**src/rtl/memwb_load_align_pkg.sv**
```systemverilog
// rtl/memwb_load_align_pkg.sv - shared load funct3 codes, WB state enum and WB register bundle
package memwb_load_align_pkg;

    localparam logic [2:0] F3_LB  = 3'b000;
    localparam logic [2:0] F3_LH  = 3'b001;
    localparam logic [2:0] F3_LW  = 3'b010;
    localparam logic [2:0] F3_LBU = 3'b100;
    localparam logic [2:0] F3_LHU = 3'b101;

    typedef enum logic {
        PASS = 1'b0,
        HOLD = 1'b1
    } wb_state_e;

    typedef struct packed {
        logic [31:0] alu;
        logic [2:0]  funct3;
        logic [4:0]  write_addr;
        logic        mem_read;
        logic        mem_to_reg;
        logic        reg_write;
    } wb_regs_t;

    // Any code other than the byte/halfword forms is treated as a word access.
    function automatic logic is_misaligned(input logic [2:0] funct3,
                                           input logic [1:0] addr,
                                           input logic       mem_read);
        logic mis;
        mis = 1'b0;
        if (mem_read) begin
            case (funct3)
                F3_LB, F3_LBU: mis = 1'b0;
                F3_LH, F3_LHU: mis = addr[0];
                default:       mis = (addr != 2'b00);
            endcase
        end
        return mis;
    endfunction

endpackage

```
**src/rtl/memwb_load_align_load_extract.sv**
```systemverilog
// rtl/memwb_load_align_load_extract.sv - combinational load lane select and sign/zero extension
module load_extract
    import memwb_load_align_pkg::*;
(
    input  logic [31:0] dm_do_i,
    input  logic [1:0]  addr_i,
    input  logic [2:0]  funct3_i,
    output logic [31:0] data_o
);

    logic [7:0]  byte_lane;
    logic [15:0] half_lane;

    always_comb begin
        byte_lane = dm_do_i[7:0];
        case (addr_i)
            2'b00: byte_lane = dm_do_i[7:0];
            2'b01: byte_lane = dm_do_i[15:8];
            2'b10: byte_lane = dm_do_i[23:16];
            2'b11: byte_lane = dm_do_i[31:24];
            default: byte_lane = dm_do_i[7:0];
        endcase
    end

    assign half_lane = addr_i[1] ? dm_do_i[31:16] : dm_do_i[15:0];

    always_comb begin
        data_o = dm_do_i;
        case (funct3_i)
            F3_LB:   data_o = {{24{byte_lane[7]}}, byte_lane};
            F3_LBU:  data_o = {24'h000000, byte_lane};
            F3_LH:   data_o = {{16{half_lane[15]}}, half_lane};
            F3_LHU:  data_o = {16'h0000, half_lane};
            default: data_o = dm_do_i;
        endcase
    end

endmodule

```
**src/rtl/memwb_load_align.sv**
```systemverilog
// rtl/memwb_load_align.sv - MEM/WB pipeline register with load alignment and stall hold buffer
// Optional misaligned-load trap enabled by defining MISALIGN_TRAP_EN.
module memwb_load_align
    import memwb_load_align_pkg::*;
(
    input  logic        clk,
    input  logic        reset,
    input  logic [31:0] MEM_ALU_out,
    input  logic [2:0]  MEM_funct3,
    input  logic [4:0]  MEM_write_addr,
    input  logic        MEM_MemRead,
    input  logic        MEM_MemtoReg,
    input  logic        MEM_RegWrite,
    input  logic [31:0] DM_DO,
    input  logic        im_stall,
    input  logic        dm_stall,
    input  logic        CSR_stall,
    input  logic        CSR_reset,
    output logic [31:0] WB_rd_data,
    output logic [4:0]  WB_write_addr,
    output logic        WB_RegWrite,
    output logic        WB_misalign
);

    wb_regs_t    wb_q, wb_d, mem_in;
    wb_state_e   state_q, state_d;
    logic [31:0] hold_q, hold_d;
    logic [31:0] aligned;
    logic [31:0] load_val;
    logic        stall;
    logic        misalign;

    assign stall = im_stall | dm_stall | CSR_stall;

    always_comb begin
        mem_in            = '0;
        mem_in.alu        = MEM_ALU_out;
        mem_in.funct3     = MEM_funct3;
        mem_in.write_addr = MEM_write_addr;
        mem_in.mem_read   = MEM_MemRead;
        mem_in.mem_to_reg = MEM_MemtoReg;
        mem_in.reg_write  = MEM_RegWrite;
    end

    load_extract u_load_extract (
        .dm_do_i  (DM_DO),
        .addr_i   (wb_q.alu[1:0]),
        .funct3_i (wb_q.funct3),
        .data_o   (aligned)
    );

    // Flush beats stall; stall beats advance. Leaving HOLD advances on the same edge.
    always_comb begin
        wb_d    = wb_q;
        state_d = state_q;
        hold_d  = hold_q;
        if (CSR_reset) begin
            wb_d    = '0;
            state_d = PASS;
            hold_d  = '0;
        end else begin
            case (state_q)
                PASS: begin
                    if (stall) begin
                        state_d = HOLD;
                        hold_d  = aligned;
                    end else begin
                        wb_d = mem_in;
                    end
                end
                HOLD: begin
                    if (!stall) begin
                        state_d = PASS;
                        wb_d    = mem_in;
                    end
                end
                default: state_d = PASS;
            endcase
        end
    end

    always_ff @(posedge clk or posedge reset) begin
        if (reset) begin
            wb_q    <= '0;
            state_q <= PASS;
            hold_q  <= '0;
        end else begin
            wb_q    <= wb_d;
            state_q <= state_d;
            hold_q  <= hold_d;
        end
    end

`ifdef MISALIGN_TRAP_EN
    assign misalign = is_misaligned(wb_q.funct3, wb_q.alu[1:0], wb_q.mem_read);
`else
    logic unused_mem_read;
    assign unused_mem_read = wb_q.mem_read;
    assign misalign        = 1'b0;
`endif

    assign load_val      = (state_q == HOLD) ? hold_q : aligned;
    assign WB_rd_data    = wb_q.mem_to_reg ? load_val : wb_q.alu;
    assign WB_write_addr = wb_q.write_addr;
    assign WB_RegWrite   = wb_q.reg_write & ~misalign;
    assign WB_misalign   = misalign;

endmodule

```
**config.mk**
```make
export PLATFORM = sky130hd
export DESIGN_NAME = memwb_load_align
export DESIGN_NICKNAME = d
export VERILOG_FILES = /design/src/rtl/memwb_load_align_pkg.sv /design/src/rtl/memwb_load_align_load_extract.sv /design/src/rtl/memwb_load_align.sv
export SDC_FILE = /design/constraint.sdc
export NUM_CORES = 1
export LEC_CHECK = 0
export ABC_AREA = 1
export BUFFER_PORTS_ARGS = -buffer_cell sky130_fd_sc_hd__buf_2
export CORE_MARGIN = 2
export CORE_UTILIZATION = 25
export DETAILED_ROUTE_END_ITERATION = 8
export PLACE_DENSITY = 0.47
export SLEW_MARGIN = 20
export SYNTH_ARGS = -nofsm -noshare
export SYNTH_HDL_FRONTEND = slang
export SYNTH_SLANG_ARGS = --single-unit
```
**constraint.sdc**
```tcl
create_clock -name clk -period 2.4 [get_ports clk]
set_clock_uncertainty 0.05 [all_clocks]
set_input_delay 0.12 -clock clk [delete_from_list [all_inputs] [get_ports clk]]
set_output_delay 0.12 -clock clk [all_outputs]
set_load 0.05 [all_outputs]
```
==> results.py <==
metrics = {
    "run_status": {
        "status": "finished clean",
    },
    "layout": {
        "fin_nets": 814,
        "final_util": 0.3484,
        "fill_cells": 1892,
        "final_common_cell": "sky130_fd_sc_hd__nand2_1",
        "area_growth_from_synthesis_to_final_layout_pct": 35.40,
        "drive_above_1_share": 0.3415,
        "multi_input_comb_area_um2": 2272,
        "layout_common_cells": "sky130_fd_sc_hd__nand2_1, sky130_fd_sc_hd__buf_2, sky130_fd_sc_hd__dfrtp_1, sky130_fd_sc_hd__nor2_1, sky130_fd_sc_hd__a21oi_1",
        "antenna_cells": 0,
        "sequential_cell_area_um2": 1878,
    },
    "timing": {
        "finalSetupTns_ns": 0,
        "timing_worst_slew_pin_value_ns": 0.7857,
        "setup_violations": 0,
        "postLayoutSetupSlackWorst_ns": 0.1179,
        "timing.final.crit_share": 0.9509,
        "hold_slack_ns": 0.004277,
        "rel_slew_slack": 0.4756,
        "slew_violations": 0,
        "hold_violations": 0,
        "grt_setup_unrepaired": "no",
        "period_needed_ns": 2.282,
        "fmax_mhz": 438.2,
    },
    "routing": {
        "detail-route-antenna-nets": 0,
        "routed_via_density": 4.594,
        "detail_route.first_pass.iterations": 6,
        "initialDrtViolationCount": 195,
        "vias": 4424,
        "wl_um": 14780,
        "remaining_drc_errors": 0,
        "detail_route.wl_per_cell_um": 15.34,
    },
    "setup_path": {
        "critical_path.slowest_cell": "sky130_fd_sc_hd__dfrtp_2",
        "worst-endpoint-arrival_ns": 2.11,
        "crit_chain": "buf_4 -> o21ai_0 -> nand2_1 -> nand3_1 -> o211ai_1 -> a21oi_1 -> buf_2",
        "criticalPathCategory": "reg -> out",
        "critical_path.n_buffers_inverters": 2,
        "cell_family_with_most_cp_delay": "compound AO/OA/AOI/OAI gates",
        "endpoint_kind": "primary output",
        "timing.critical_path.from_type": "register",
        "cp_max_fo": 11,
        "crit_required_ns": 2.23,
        "max_stage_delay_ns": 0.49,
    },
    "floorplan": {
        "dieWidth_um": 137.9,
        "die_height_um": 137.9,
        "fp.dieArea_um2": 19010,
        "initial_utilization": 0.2573,
        "num_rows": 48,
        "core_um2": 17420,
        "ioPinCount": 120,
    },
    "grt": {
        "grt_busiest_layer": "met2",
        "use_met3": 0.03034,
        "gr_layer_usage_met2": 0.2764,
        "total_grt_usage": 0.1639,
        "grtUsageMet1": 0.2098,
        "grt_max_degree": 46,
        "first_global_vias": 4517,
        "antenna_found_initial": 0,
        "grt_overflow_total": 0,
        "grt_first_pass_wirelength_um": 23850,
    },
    "synth": {
        "synth_warnings": 0,
        "postSynthCellCount": 587,
        "yosys.cell_types.count": 26,
        "synth.cell_area_um2": 4482,
        "synth.yosys.seq_area_share": 0.4188,
        "synth_net_count": 668,
        "postSynthRegisterBits": 75,
        "synth.avg_cell_area_um2": 7.635,
    },
    "cts": {
        "cts_root_buffer_type": "sky130_fd_sc_hd__clkbuf_16",
        "clk_latency_ns": 0.33,
        "clock_path_buffers": 2,
        "tritoncts": "done",
        "htree_levels": 3,
        "clock-sinks": 75,
        "clkSlewWorstSetupHoldPaths_ns": 0.06,
        "inserted_clock_buffers": 9,
    },
    "power": {
        "clock_power_share": 0.422,
        "powerDensity_nw_per_um2": 625.5,
        "leakage_nw": 3.038,
        "power.internal_mw": 2.654,
        "power.switching_fraction": 0.3007,
        "power_frac_comb": 0.215,
        "power.sequential.fraction": 0.363,
        "sw_power_mw": 1.141,
        "peakVddDrop_mv": 0.2863,
    },
    "place": {
        "place_hpwl_um": 11010,
        "pre_cts_slack_ns": 0.3231,
        "finalWeightedCongestion": 0.8473,
        "portBuffers": 117,
    },
    "run": {
        "drv_cap": 0,
    },
    "min_path": {
        "timing.hold.worst.class": "in -> reg",
    },
}
==> worst min-delay path: cells and delay by family <==
kind                   cells  cell delay (ns)
buffers and inverters      1             0.08
AND/OR/NAND/NOR            1             0.08
AO/OA/AOI/OAI              1             0.07
==> layer usage <==
metal	vias up	wire length (µm)
met5	-	0
met4	0	342
met3	24	657
met2	109	7269
met1	2070	6505
li1	2221	-
==> final timing paths <==
path	startpoint	to	slack (ns)	cells after the start
min reg2reg	WB_write_addr[0]$_DFFE_PP0N_	WB_write_addr[0]$_DFFE_PP0N_	0.42	2
min	MEM_funct3[1]	wb_q[9]$_DFFE_PP0N_	0.004	3
max in group asynchronous	reset	hold_q[8]$_DFFE_PP0P_	1.19	4
max	wb_q[12]$_DFFE_PP0N_	WB_rd_data[3]	0.12	7
min in group asynchronous	reset	wb_q[33]$_DFFE_PP0N_	0.39	3
max reg2reg	state_q$_DFF_PP0_	hold_q[25]$_DFFE_PP0P_	0.48	5
==> final cells by class <==
cell class	count	share of cell area
multi-input cells	444	0.3744
flip-flops and latches	75	0.3095
repair buffers	182	0.1981
well taps	225	0.04639
clock buffers	10	0.03938
clock inverters	6	0.01835
inverters	21	0.01381
==> state kept, by name, summed over array words and instances, names as in the netlist <==
name           count
WB_write_addr      5
WB_RegWrite        1
wb_q              36
state_q            1
hold_q            32
==> cell families after synthesis <==
group                  share of synthesized area
and+or+nand+nor                           0.3180
buffers and inverters                    0.07537
AOI/OAI and AO/OA                         0.1870
other                                  0.0008367
DFF                                       0.4188
==> power by group through the flow <==
stage          registers, mW  clock network, mW  logic [mW]
6_report                1.38               1.60       0.817
5_1_grt                 1.39               1.72       0.902
4_1_cts                 1.38               1.64       0.826
3_5_place_dp            1.40                  0       0.773
3_3_place_gp            1.40                  0       0.764
2_1_floorplan           1.39                  0       0.539
==> repair_timing <==
item,4_1_cts,5_1_grt
setup buffers,1,2
pin swaps,0,1
hold endpoints to repair,82,0
gates resized for setup,0,10
hold buffers,40,0
setup endpoints to repair,2,20
==> synthesized netlist by cell type <==
| master | count | area (µm²) |
|---|---|---|
| sky130_fd_sc_hd__nand2_1 | 150 | 563.0 |
| sky130_fd_sc_hd__dfrtp_1 | 75 | 1877 |
| sky130_fd_sc_hd__nor2_1 | 58 | 217.7 |
| sky130_fd_sc_hd__a21oi_1 | 54 | 270.3 |
| sky130_fd_sc_hd__nand3_1 | 53 | 265.3 |
| sky130_fd_sc_hd__nand2_2 | 28 | 175.2 |
| sky130_fd_sc_hd__clkbuf_1 | 23 | 86.33 |
| sky130_fd_sc_hd__o21ai_0 | 23 | 115.1 |
| sky130_fd_sc_hd__a21oi_2 | 20 | 175.2 |
| sky130_fd_sc_hd__o21ai_2 | 20 | 175.2 |
| sky130_fd_sc_hd__inv_1 | 17 | 63.81 |
| sky130_fd_sc_hd__nand3_2 | 15 | 150.1 |
| sky130_fd_sc_hd__o21ai_1 | 12 | 60.06 |
| sky130_fd_sc_hd__buf_2 | 9 | 45.04 |
| sky130_fd_sc_hd__buf_4 | 9 | 67.56 |
| sky130_fd_sc_hd__buf_6 | 5 | 56.30 |
| sky130_fd_sc_hd__o211ai_1 | 4 | 30.03 |
| sky130_fd_sc_hd__inv_2 | 3 | 11.26 |
| sky130_fd_sc_hd__o22ai_1 | 2 | 12.51 |
| sky130_fd_sc_hd__buf_1 | 1 | 3.750 |
| sky130_fd_sc_hd__clkinv_1 | 1 | 3.750 |
| sky130_fd_sc_hd__conb_1 | 1 | 3.750 |
| sky130_fd_sc_hd__nand4_4 | 1 | 21.27 |
| sky130_fd_sc_hd__nor2_4 | 1 | 11.26 |
| sky130_fd_sc_hd__nor3_1 | 1 | 5.000 |
| sky130_fd_sc_hd__nor3_4 | 1 | 16.27 |
==> metrics by stage <==
step / instances / power [mW] / instance area [µm²]
2_1_floorplan: 587 / 1.931 / 4482
3_3_place_gp: 904 / 2.161 / 5259
3_5_place_dp: 904 / 2.173 / 5259
4_1_cts: 961 / 3.847 / 6030
5_1_grt: 963 / 4.004 / 6068
6_report: 963 / 3.796 / 6068
Power figures use the tool's default switching activity.
